--- src/rtl/prost_sbox_layer_ctrl_if.sv ---
// Bundle of the scheduler's control, state and S-box/randomness ports.
// slave: the scheduler itself. master: round controller, randomness source and S-box.
interface prost_sbox_layer_ctrl_if #(
  parameter int NIBBLES = 16,
  parameter int RAN_W   = 8
);
  logic                   start;
  logic [4*NIBBLES-1:0]   state0_in;
  logic [4*NIBBLES-1:0]   state1_in;
  logic                   busy;
  logic                   done;
  logic [4*NIBBLES-1:0]   state0_out;
  logic [4*NIBBLES-1:0]   state1_out;
  logic                   ran_valid;
  logic                   ran_ready;
  logic [RAN_W-1:0]       ran_in;
  logic [3:0]             sb_in0;
  logic [3:0]             sb_in1;
  logic [RAN_W-1:0]       sb_ran;
  logic [3:0]             sb_out0;
  logic [3:0]             sb_out1;

  modport master (
    output start, state0_in, state1_in, ran_valid, ran_in, sb_out0, sb_out1,
    input  busy, done, state0_out, state1_out, ran_ready, sb_in0, sb_in1, sb_ran
  );

  modport slave (
    input  start, state0_in, state1_in, ran_valid, ran_in, sb_out0, sb_out1,
    output busy, done, state0_out, state1_out, ran_ready, sb_in0, sb_in1, sb_ran
  );
endinterface

--- src/rtl/prost_sbox_layer_ctrl.sv ---
// Nibble-serial scheduler for a 2-share masked PROST S-box layer.
// Feeds one nibble pair plus fresh randomness per issue slot into a single
// external S-box, tracks results through an SBOX_LAT-deep valid pipe and
// reassembles both output shares in separate registers.
// Optional build macro PROST_CTRL_BUBBLE_EN: forces an idle cycle at the
// S-box inputs after every issue so consecutive nibbles never follow each
// other directly.
module prost_sbox_layer_ctrl #(
  parameter int NIBBLES  = 16,
  parameter int SBOX_LAT = 1,
  parameter int RAN_W    = 8
) (
  input  logic                    clk,
  input  logic                    rst,
  prost_sbox_layer_ctrl_if.slave  bus
);

  localparam int W  = 4 * NIBBLES;
  localparam int IW = $clog2(NIBBLES + 1);
  localparam logic [IW-1:0]       LAST_IDX = IW'(NIBBLES - 1);
  localparam logic [SBOX_LAT-1:0] TAIL_BIT = SBOX_LAT'(1) << (SBOX_LAT - 1);

  typedef enum logic [1:0] {
    S_IDLE  = 2'd0,
    S_RUN   = 2'd1,
    S_DRAIN = 2'd2,
    S_DONE  = 2'd3
  } state_t;

  state_t              r_state;
  logic [IW-1:0]       r_iss_idx;
  logic [IW-1:0]       r_cap_idx;
  logic [SBOX_LAT-1:0] r_vld_p1;
  logic                r_busy;
  logic                r_done;
  logic [W-1:0]        r_sh0_p0;
  logic [W-1:0]        r_sh1_p0;
  logic [W-1:0]        r_out0;
  logic [W-1:0]        r_out1;

  logic w_slot;
  logic w_issue;
  logic w_tail;
  logic w_more;

`ifdef PROST_CTRL_BUBBLE_EN
  logic r_bubble;
  // A pending bubble blocks the slot; it is only spent on a cycle with randomness available
  assign w_slot = bus.ran_valid && !r_bubble;
`else
  assign w_slot = bus.ran_valid;
`endif

  assign w_issue = (r_state == S_RUN) && w_slot;
  assign w_tail  = r_vld_p1[SBOX_LAT-1];
  // Results still in flight behind the one being captured this cycle
  assign w_more  = |(r_vld_p1 & ~TAIL_BIT);

  assign bus.ran_ready  = w_issue;
  assign bus.sb_in0     = w_issue ? r_sh0_p0[3:0] : 4'h0;
  assign bus.sb_in1     = w_issue ? r_sh1_p0[3:0] : 4'h0;
  assign bus.sb_ran     = w_issue ? bus.ran_in : '0;
  assign bus.busy       = r_busy;
  assign bus.done       = r_done;
  assign bus.state0_out = r_out0;
  assign bus.state1_out = r_out1;

  // Stage p0: input share shift registers, loaded on accepted start, one nibble out per issue
  always_ff @(posedge clk) begin
    if (r_state == S_IDLE && bus.start) begin
      r_sh0_p0 <= bus.state0_in;
      r_sh1_p0 <= bus.state1_in;
    end else if (w_issue) begin
      r_sh0_p0 <= r_sh0_p0 >> 4;
      r_sh1_p0 <= r_sh1_p0 >> 4;
    end
  end

  // Stage p1: control FSM, issue/capture indices, valid pipe and output share assembly
  always_ff @(posedge clk or posedge rst) begin
    if (rst) begin
      r_state   <= S_IDLE;
      r_iss_idx <= '0;
      r_cap_idx <= '0;
      r_vld_p1  <= '0;
      r_busy    <= 1'b0;
      r_done    <= 1'b0;
      r_out0    <= '0;
      r_out1    <= '0;
`ifdef PROST_CTRL_BUBBLE_EN
      r_bubble  <= 1'b0;
`endif
    end else begin
      r_vld_p1 <= (r_vld_p1 << 1) | SBOX_LAT'(w_issue);
      if (w_tail) begin
        r_out0[{r_cap_idx, 2'b00} +: 4] <= bus.sb_out0;
        r_out1[{r_cap_idx, 2'b00} +: 4] <= bus.sb_out1;
        r_cap_idx <= r_cap_idx + 1'b1;
      end
      if (w_issue) begin
        r_iss_idx <= r_iss_idx + 1'b1;
      end
`ifdef PROST_CTRL_BUBBLE_EN
      if (w_issue) begin
        r_bubble <= 1'b1;
      end else if (r_state == S_RUN && bus.ran_valid) begin
        r_bubble <= 1'b0;
      end
`endif
      case (r_state)
        S_IDLE: begin
          if (bus.start) begin
            r_state   <= S_RUN;
            r_busy    <= 1'b1;
            r_out0    <= '0;
            r_out1    <= '0;
            r_iss_idx <= '0;
            r_cap_idx <= '0;
            r_vld_p1  <= '0;
`ifdef PROST_CTRL_BUBBLE_EN
            r_bubble  <= 1'b0;
`endif
          end
        end
        S_RUN: begin
          if (w_issue && r_iss_idx == LAST_IDX) begin
            r_state <= S_DRAIN;
          end
        end
        S_DRAIN: begin
          // Leave on the edge that captures the final result, so done and the
          // completed output state appear together
          if (!w_more) begin
            r_state <= S_DONE;
            r_busy  <= 1'b0;
            r_done  <= 1'b1;
          end
        end
        S_DONE: begin
          r_done  <= 1'b0;
          r_state <= S_IDLE;
        end
        default: r_state <= S_IDLE;
      endcase
    end
  end

endmodule

--- src/flat_wrapper.sv ---
// flat-port wrapper written by rule: the top's interface ports become plain ports
module prost_sbox_layer_ctrl_flat 
#(
  parameter int NIBBLES  = 16,
  parameter int SBOX_LAT = 1,
  parameter int RAN_W    = 8
)
  (clk, rst, bus_start, bus_state0_in, bus_state1_in, bus_ran_valid, bus_ran_in, bus_sb_out0, bus_sb_out1, bus_busy, bus_done, bus_state0_out, bus_state1_out, bus_ran_ready, bus_sb_in0, bus_sb_in1, bus_sb_ran);
  prost_sbox_layer_ctrl_if #(.NIBBLES(NIBBLES), .RAN_W(RAN_W)) bus_i ();
  input  logic clk;
  input  logic rst;
  input wire logic [$bits(bus_i.start)-1:0] bus_start;
  input wire logic [$bits(bus_i.state0_in)-1:0] bus_state0_in;
  input wire logic [$bits(bus_i.state1_in)-1:0] bus_state1_in;
  input wire logic [$bits(bus_i.ran_valid)-1:0] bus_ran_valid;
  input wire logic [$bits(bus_i.ran_in)-1:0] bus_ran_in;
  input wire logic [$bits(bus_i.sb_out0)-1:0] bus_sb_out0;
  input wire logic [$bits(bus_i.sb_out1)-1:0] bus_sb_out1;
  output wire logic [$bits(bus_i.busy)-1:0] bus_busy;
  output wire logic [$bits(bus_i.done)-1:0] bus_done;
  output wire logic [$bits(bus_i.state0_out)-1:0] bus_state0_out;
  output wire logic [$bits(bus_i.state1_out)-1:0] bus_state1_out;
  output wire logic [$bits(bus_i.ran_ready)-1:0] bus_ran_ready;
  output wire logic [$bits(bus_i.sb_in0)-1:0] bus_sb_in0;
  output wire logic [$bits(bus_i.sb_in1)-1:0] bus_sb_in1;
  output wire logic [$bits(bus_i.sb_ran)-1:0] bus_sb_ran;
  assign bus_i.start = bus_start;
  assign bus_i.state0_in = bus_state0_in;
  assign bus_i.state1_in = bus_state1_in;
  assign bus_i.ran_valid = bus_ran_valid;
  assign bus_i.ran_in = bus_ran_in;
  assign bus_i.sb_out0 = bus_sb_out0;
  assign bus_i.sb_out1 = bus_sb_out1;
  assign bus_busy = bus_i.busy;
  assign bus_done = bus_i.done;
  assign bus_state0_out = bus_i.state0_out;
  assign bus_state1_out = bus_i.state1_out;
  assign bus_ran_ready = bus_i.ran_ready;
  assign bus_sb_in0 = bus_i.sb_in0;
  assign bus_sb_in1 = bus_i.sb_in1;
  assign bus_sb_ran = bus_i.sb_ran;
  prost_sbox_layer_ctrl #(.NIBBLES(NIBBLES), .SBOX_LAT(SBOX_LAT), .RAN_W(RAN_W)) u_core (.clk(clk), .rst(rst), .bus(bus_i));
endmodule
--- config.mk ---
export PLATFORM = sky130hd
export DESIGN_NAME = prost_sbox_layer_ctrl_flat
export DESIGN_NICKNAME = d
export VERILOG_FILES = /design/src/rtl/prost_sbox_layer_ctrl_if.sv /design/src/rtl/prost_sbox_layer_ctrl.sv /design/src/flat_wrapper.sv
export SDC_FILE = /design/constraint.sdc
export NUM_CORES = 1
export LEC_CHECK = 0
export CAP_MARGIN = 40
export CORE_AREA = 2 2 151 168
export CTS_CLUSTER_SIZE = 8
export DETAILED_ROUTE_END_ITERATION = 7
export DIE_AREA = 0 0 153 170
export PLACE_DENSITY = 0.76
export SLEW_MARGIN = 15
export SYNTH_ARGS = -nofsm -noshare
export SYNTH_HDL_FRONTEND = slang
export SYNTH_SLANG_ARGS = --single-unit
--- constraint.sdc ---
create_clock -name clk -period 5.5 [get_ports clk]
set_input_delay 1.1 -clock clk [delete_from_list [all_inputs] [get_ports clk]]
set_output_delay 1.1 -clock clk [all_outputs]
set_load 0.01 [all_outputs]
==> results of run 1 <==
registers in the layout (all words and copies together) (netlist names):
name / cells
u_core.r_sh0_p0: 64
u_core.bus.busy: 1
u_core.bus.state0_out: 64
u_core.r_iss_idx: 5
u_core.bus.state1_out: 64
u_core.bus.done: 1
u_core.r_state: 2
u_core.r_sh1_p0: 64
u_core.r_vld_p1: 1
u_core.r_cap_idx: 5
tightest hold or removal path, delay by kind of cell, from the launching register on:
kind,cells,cell delay [ns]
flops,1,0.31
simple gates,2,0.09
worst max-delay path by stage:
| stage | startpoint | endpoint | slack (ns) |
|---|---|---|---|
| 2_1_floorplan | bus_start | u_core.r_sh0_p0[0] | 0.27 |
| 3_3_place_gp | bus_ran_valid | bus_ran_ready | 1.64 |
| 3_5_place_dp | bus_ran_valid | bus_ran_ready | 1.60 |
| 4_1_cts | bus_ran_valid | bus_ran_ready | 1.60 |
| 5_1_grt | u_core.r_state[1] | bus_ran_ready | 1.52 |
| 6_report | bus_ran_valid | bus_ran_ready | 1.64 |
kinds of logic after synthesis:
group / after synthesis
adders and majority gates: 8
xor gates and xnor gates: 10
and+or+nand+nor: 619
buffers and inverters: 81
DFF: 271
muxes: 106
AOI/OAI and AO/OA: 63
cells in the final DEF, fill, tap and decap left out, types with 3 or more instances in the layout:
cell type          n
nand2b_1           4
clkbuf_16         41
nor2_1            64
buf_4             12
dfrtp_1          143
clkbuf_1          17
and2_1             8
o21ai_0            4
ha_1               8
clkdlybuf4s50_1  294
edfxtp_1         128
nand4_1           27
and3_1            36
xor2_1             5
a21oi_1           28
xnor2_1            3
nand3_1            3
mux2i_1          106
nand2_1          453
inv_1              8
o31ai_1           25
through the flow:
stage | power, mW | hold slack [ns]
after floorplan | 4.46 | 0.491
after global routing | 7.80 | 0.532
final | 7.38 | 0.509
after CTS | 7.43 | 0.511
after global placement | 5.10 | 0.489
after detailed placement | 5.23 | 0.502
power groups by stage:
stage	clock, mW	combinational, mW	sequential (mW)
2_1_floorplan	0	1.32	3.14
3_3_place_gp	0	1.99	3.10
3_5_place_dp	0	2.10	3.13
4_1_cts	2.21	2.12	3.10
5_1_grt	2.28	2.36	3.15
6_report	2.17	2.11	3.10
area by class of cell:
cell class / instances / area, um^2
Sequential cell: 271 / 7420
Inverter: 11 / 46.3
Clock buffer: 58 / 1090
Tap cell: 310 / 388
Multi-Input combinational cell: 806 / 4320
Timing Repair Buffer: 312 / 3150
Fill cell: 1854 / 7830
per-layer routing:
layer | track usage, % | wire length (um)
met1 | 30.7 | 12900
met5 | 0 | 0
met4 | 7.13 | 677
met3 | 7.03 | 2720
met2 | 42.0 | 16100
==> summary by stage, run 1 <==
Run status
The run finished with clean final reports.

Cells and area
Compared with the post-synthesis result, the final layout area differs by 36.5%. The final core area utilization is 67.7%. Of the cells placed in the final design, the portion with a size suffix greater than 1 is 5.42%. The antenna diode instance count is 0. The count of cells in the finished layout, fillers not included, comes to 1768.

The final standard cell area without fillers is between 15000 and 20000 um^2. The final layout contains ~1600 nets.

Die
The initial cell density of the core is approximately 50%. The width of the chip is roughly 150 um. The total I/O pin count is 295. In this run the standard cell core region covers 24200 um^2.

The number of rows created at floorplan is 60. The die covers 26000 um^2. The y dimension of the die is 170 um.

Worst setup path
Walking the worst path, the cells encountered are clkdlybuf4s50_1 -> buf_4 -> nand2_1 -> clkinv_1 -> clkdlybuf4s50_1. The number of buffers and inverters on the critical path is 4. The worst setup path is of the primary input to primary output kind. The largest stage delay on the critical path is a little under 0.6 ns. The endpoint of the worst-slack reg-to-reg timing path is u_core.bus.state0_out[36]. The highest fanout seen on the critical path is 18. STA classifies the critical path startpoint as a primary input. The worst endpoint data arrival time is 2.76 ns.

The number of cells on the critical path is 5. The critical path's most frequent cell is clkdlybuf4s50_1. The family with the most delay on the worst path is buffers and inverters. Measured in cells, the most critical reg-to-reg path has a length of 6. Among all stages on the critical path, the largest delay is contributed by clkdlybuf4s50_1. The capturing element type of the critical path is a primary output. The worst reg-to-reg setup slack is roughly 2.0 ns.

The required arrival time at the worst endpoint is 4.40 ns. The reg-to-reg startpoint is u_core.r_cap_idx[0].

Placement
The post-detailed-placement half-perimeter wirelength is 21400 um. The worst setup timing slack at the placement stage is 1.60 ns. The number of cells in the design after placement is 1709. In this run the cell area measured after placement is 15300 um^2. The global placement routability congestion is 0.826. The count of buffers added on input and output ports is 294.

Timing
The worst pin sits at a relative slew slack of 44.4%. The top achievable clock speed is around 0.26 GHz. The maximum clock skew at final layout is 0.0247 ns. The time the final worst path needs with I/O delays and setup is 3.86 ns. The count of endpoints failing hold in the final timing report is 0. The slew at the pin with the worst max-slew slack is 0.834 ns. Setup repair after global routing left no endpoint under its margin. The count of endpoints failing setup in the final report is 0. The count of pins over their slew limit is 0.

In the final timing run, aggregate negative setup slack is 0 ns. The worst path meets setup with 1.64 ns of slack. In the finished design, the share of the clock period the worst path needs comes to 70.2%.

Power
Across the VDD grid, the largest voltage drop is 0.326 mV. Of the total power, registers draw 42.0%. Net switching is approximately a third of the power.

The share of total power in combinational logic is about 28%. The switching component of the power is 2.40 mW. The power density relative to cell area is 449 nW/um^2.

For this design the static power due to leakage is 7.31 nW. The part of the power in the clock network is around 29%. The internal cell power is 4.97 mW.

Yosys
The synthesized design contains 271 register bits. The synthesized netlist contains 44 unique library cells. The post-synth design cell area is roughly 12000 um^2. The count of mapped cells out of synthesis is 1158. The combinational family with the most area after synthesis is simple AND/OR/NAND/NOR gates. Sorting the synthesized cells by how often they occur yields 455 x nand2_1, 143 x dfrtp_1, 128 x edfxtp_1, 106 x mux2i_1, 64 x nor2_1. The proportion of netlist area held by the largest area contributor is 32.0%. The mean area per synthesized cell is 10.4 um^2.

The compound-cell area share of the yosys netlist is 3.48%. The post-synthesis mux area share is 8.82%. The fraction of the yosys area taken by sequential cells is between 60% and 70%.

The post-synth net total is 1314. The area share of xor/xnor cells in the synthesized design is less than 1%. The dominant cell by count in the synthesized netlist is nand2_1.

The proportion of synthesized flip-flops having asynchronous set or reset is a little over half. The dominant register cell in the synthesized netlist is dfrtp_1. The total number of yosys warnings is 0. Counting flops with a built-in enable in the synthesized netlist gives 128. The adder-cell area share of the yosys netlist is 0.832%. edfxtp_1 takes more of the synthesized area than any other cell. Sorting the synthesized cells by area gives the leading types as edfxtp_1 32%, dfrtp_1 30%, nand2_1 14%. The synthesized-area fraction occupied by and/or/nand/nor cells is a little over a fifth.

Global routing
Entering global routing, the biggest net connects 129 pins. The overall overflow remaining after global route is 0. The first global-routing pass estimated ~51000 um of wire. The number of antenna violations at the first check in global routing came to 0.

Global routing used roughly a quarter of the available tracks across all layers. The via count of the first global-routing pass came to roughly 9700.

Clock tree
Clock latency on the worst-skew pair, taken at its later pin, is 0.52 ns. The post-cts resize count is 0. For this design, the sink count on the clock tree is ~270. The cell sitting at the root of the clock tree is a clkbuf_16. After clock tree synthesis, the clock-pin slew on the worst setup and hold paths is 0.05 ns.

TritonCTS built the clock tree. CTS built an H-tree with a depth of 2. The number of hold-repair buffers added at the cts stage is 0.

The number of setup buffers added after CTS is 0. Counting the buffers created by CTS gives 39. The largest buffer count on any clock path is 3.

Worst hold path
The worst hold-check path type is flop to flop. The origin of the worst min-delay path is u_core.r_sh0_p0[38]. For hold timing, the worst endpoint is u_core.r_sh0_p0[34].

The worst hold path passes through 2 cells.

Route
The routed layout has 9434 vias. After the first detailed-routing iteration, the DRC count stood at 780. Before antenna repair, the detailed router went through 5 iterations. The per-cell routed wire length is 18.3 um.

For this block, the routed nets add up to between 30000 and 40000 um of wire. The detailed-route DRC error count is 0. The detailed-route vias per instance is 5.34.

The detail route stage leaves a number of antenna-violating nets equal to 0.

Run
Across the run, the number of max-cap violations was 0.
No activity file was read; power rests on OpenSTA's default activity.
==> run 2, diff against run 1 <==
- CORE_AREA: 2 2 151 168 -> 2 2 159 177
- DIE_AREA: 0 0 153 170 -> 0 0 161 179
- PLACE_DENSITY: 0.76 -> 0.72
- clock period: 5.5 -> 3.51 ns (I/O delays scaled with it)
==> summary by stage, run 2 (synthesized netlist as in run 1, its figures left out) <==
Cells and area
Leaving out fill and tap cells, the most frequent cell in the layout is nand2_1. Summing all multi-input logic gate instances after layout gives 4310 um^2. The combined flip-flop and latch cell area is 7420 um^2. The area growth from synthesis to final layout is 37.0%. The repair_antennas step left the layout with diodes totalling 0. In the layout the commonest cells are 453 x nand2_1, 294 x clkdlybuf4s50_1, 143 x dfrtp_1.

Of the cells placed in the final design, the portion with a size suffix greater than 1 is ~5.6%. For this run, the post-layout net count is 1600. Fill cells in the final layout number 2269.

Worst setup path
In this design, the largest share of critical-path delay is due to buffers and inverters. Across all register-to-register paths, the minimum setup slack is 0.78 ns. The buffer and inverter count on the worst path is 3. The capturing element type of the critical path is a primary output.

Data on the critical path is required at its endpoint by 2.81 ns. The setup path with the least slack is of type flop to primary output. The largest stage delay on the critical path is between 0.5 and 0.6 ns. The worst endpoint data arrival time is 2.42 ns. STA classifies the critical path startpoint as a flop. Along the worst path, the maximum fanout reaches 18. Walking the worst path, the cells encountered are inv_1 -> ha_1 -> nand2_1 -> clkinv_1 -> clkdlybuf4s50_1. The library cell contributing the largest single delay on the critical path is clkdlybuf4s50_1.

Clock tree
The clock root buffer is clkbuf_16. In this run the post-CTS setup repair buffer count came out at 0. Clock tree synthesis found a total of 271 sinks. The number of CTS-inserted buffers is 39. The longest clock path from root to sink contains 3 buffers. The number of hold-repair buffers added at the cts stage is 0. Gates resized during post-CTS repair numbered 0.

The clock input transition at the sequential cells of the worst setup and hold paths is 0.05 ns. TritonCTS built the clock tree. At the later pin of the worst-skew pair, clock insertion delay measures 0.51 ns. The number of levels in the clock H-tree is 2.

Run
Max-cap violations in this run came to 0.

Placement
The post-detailed-placement half-perimeter wirelength is 22600 um. At the end of routability-driven placement, the weighted congestion stood at 0.822. The count of input and output buffers is between 200 and 300. Prior to clock tree synthesis, the placed netlist has a worst setup slack of approximately 0.46 ns.

Route
The detailed router finished its first iteration with 627 violations. The number of nets with antenna violations after routing is 0. The detailed-route DRC error count is 0.

In the final routed layout, each cell accounts on average for 18.6 um. The sum of routed wire length over all layers is 33900 um. The first TritonRoute pass finished after 5 iterations. The detailed-route vias per instance is between 5 and 6. The detailed router placed 9438 vias in this run.

Timing
The count of endpoints failing hold in the final timing report is 0. The sum of negative setup slack is 0 ns. Derived from the worst setup path, the maximum achievable clock frequency is 0.321 GHz. At the pin with the least slew margin, the transition time is 0.851 ns. After layout, the minimum clock period comes to 3.12 ns. The count of pins over their slew limit is 0. The normalized max-slew margin is 43.0%. The count of endpoints failing setup in the final report is 0. The final worst setup slack is between 0.3 and 0.4 ns. Setup repair after global routing left no endpoint under its margin. The maximum clock skew at final layout is roughly 0.014 ns. The worst path uses between 80% and 90% of the clock period.

Global routing
The total overflow left after global routing is 0. The first global-routing pass estimated 52500 um of wire. The via count of the first global-routing pass came to roughly 9400. Entering global routing, the biggest net connects roughly 180 pins. The number of antenna violations at the first check in global routing is 0.

Global routing used 23.3% of the available tracks across all layers.

Worst hold path
The path class of the tightest hold or removal check is flop to flop.

Die
Once the floorplan was initialized, standard cells occupied around 44% of the core. The width of the chip is 161 um. The total I/O pin count is 295.

The floorplan step defined a core boundary enclosing 27200 um^2. The die covers 28800 um^2. The y dimension of the die is 179 um.

The number of rows created at floorplan is 64.

Power
The worst-case IR drop observed on VDD is 0.361 mV. Power spread over the standard cell area amounts to roughly 700 nW/um^2. For this design the static power due to leakage is 7.30 nW.

Run status
The run finished with clean final reports.
==> run 2: cell types whose count changed in the layout (fill, tap and decap cells not counted) <==
| cell | before | now |
|---|---|---|
| clkinvlp_4 | 0 | 1 |
| xnor2_2 | 2 | 1 |
| clkinv_8 | 0 | 1 |
| buf_4 | 12 | 14 |
| buf_12 | 2 | 6 |
| buf_16 | 2 | 0 |
| clkbuf_16 | 41 | 40 |
| buf_6 | 2 | 1 |
| xnor2_1 | 3 | 4 |
| clkbuf_1 | 17 | 11 |
==> run 2: final timing paths <==
kind	startpoint	end	cells past startpoint
worst max-delay path	u_core.r_state[1]	bus_ran_ready	5
worst min-delay path	u_core.r_sh1_p0[43]	u_core.r_sh1_p0[39]	2
worst max register to register	u_core.r_cap_idx[1]	u_core.bus.state0_out[51]	6
worst min register to register	u_core.r_sh1_p0[43]	u_core.r_sh1_p0[39]	2
max in group asynchronous	rst	u_core.r_iss_idx[4]	3
min in group asynchronous	rst	u_core.bus.state0_out[0]	2
==> run 2: where the power goes <==
group          switching [mW]  leakage [nW]  internal [mW]
Sequential              0.298          3.19           4.52
Combinational            2.18          3.59           1.20
Clock                    1.30         0.517           2.05
Total                    3.77          7.30           7.76
==> run 2: cell type report <==
cell class,count,area share (%)
Sequential cell,271,45.0
Multi-Input combinational cell,806,26.2
Timing Repair Buffer,315,19.3
Clock buffer,51,6.32
Tap cell,363,2.76
Inverter,11,0.273
Clock inverter,2,0.152
==> run 2: worst min-delay path, cell delays in order (launching register included) <==
cell	delay (ns)
edfxtp_1	0.31
nand2_1	0.05
nand2_1	0.05
==> run 2: per-layer routing <==
metal	global-route usage, %	vias to the layer above	wire length (um)
met4	8.11	0	971
met5	0	-	0
li1	-	4466	-
met1	28.9	4544	13500
met2	38.5	367	16100
met3	7.66	61	3290
==> run 2: per-stage QoR <==
step	cell area (um^2)	hold WS, ns	instances	total power [mW]	utilization [%]
after floorplan	12000	0.491	1158	6.92	-
after global placement	15400	0.494	1764	8.13	56.5
after detailed placement	15400	0.497	1766	8.25	56.6
after CTS	16500	0.504	1819	11.6	60.5
after global routing	16500	0.521	1819	12.2	60.5
final	16500	0.507	1819	11.5	60.5
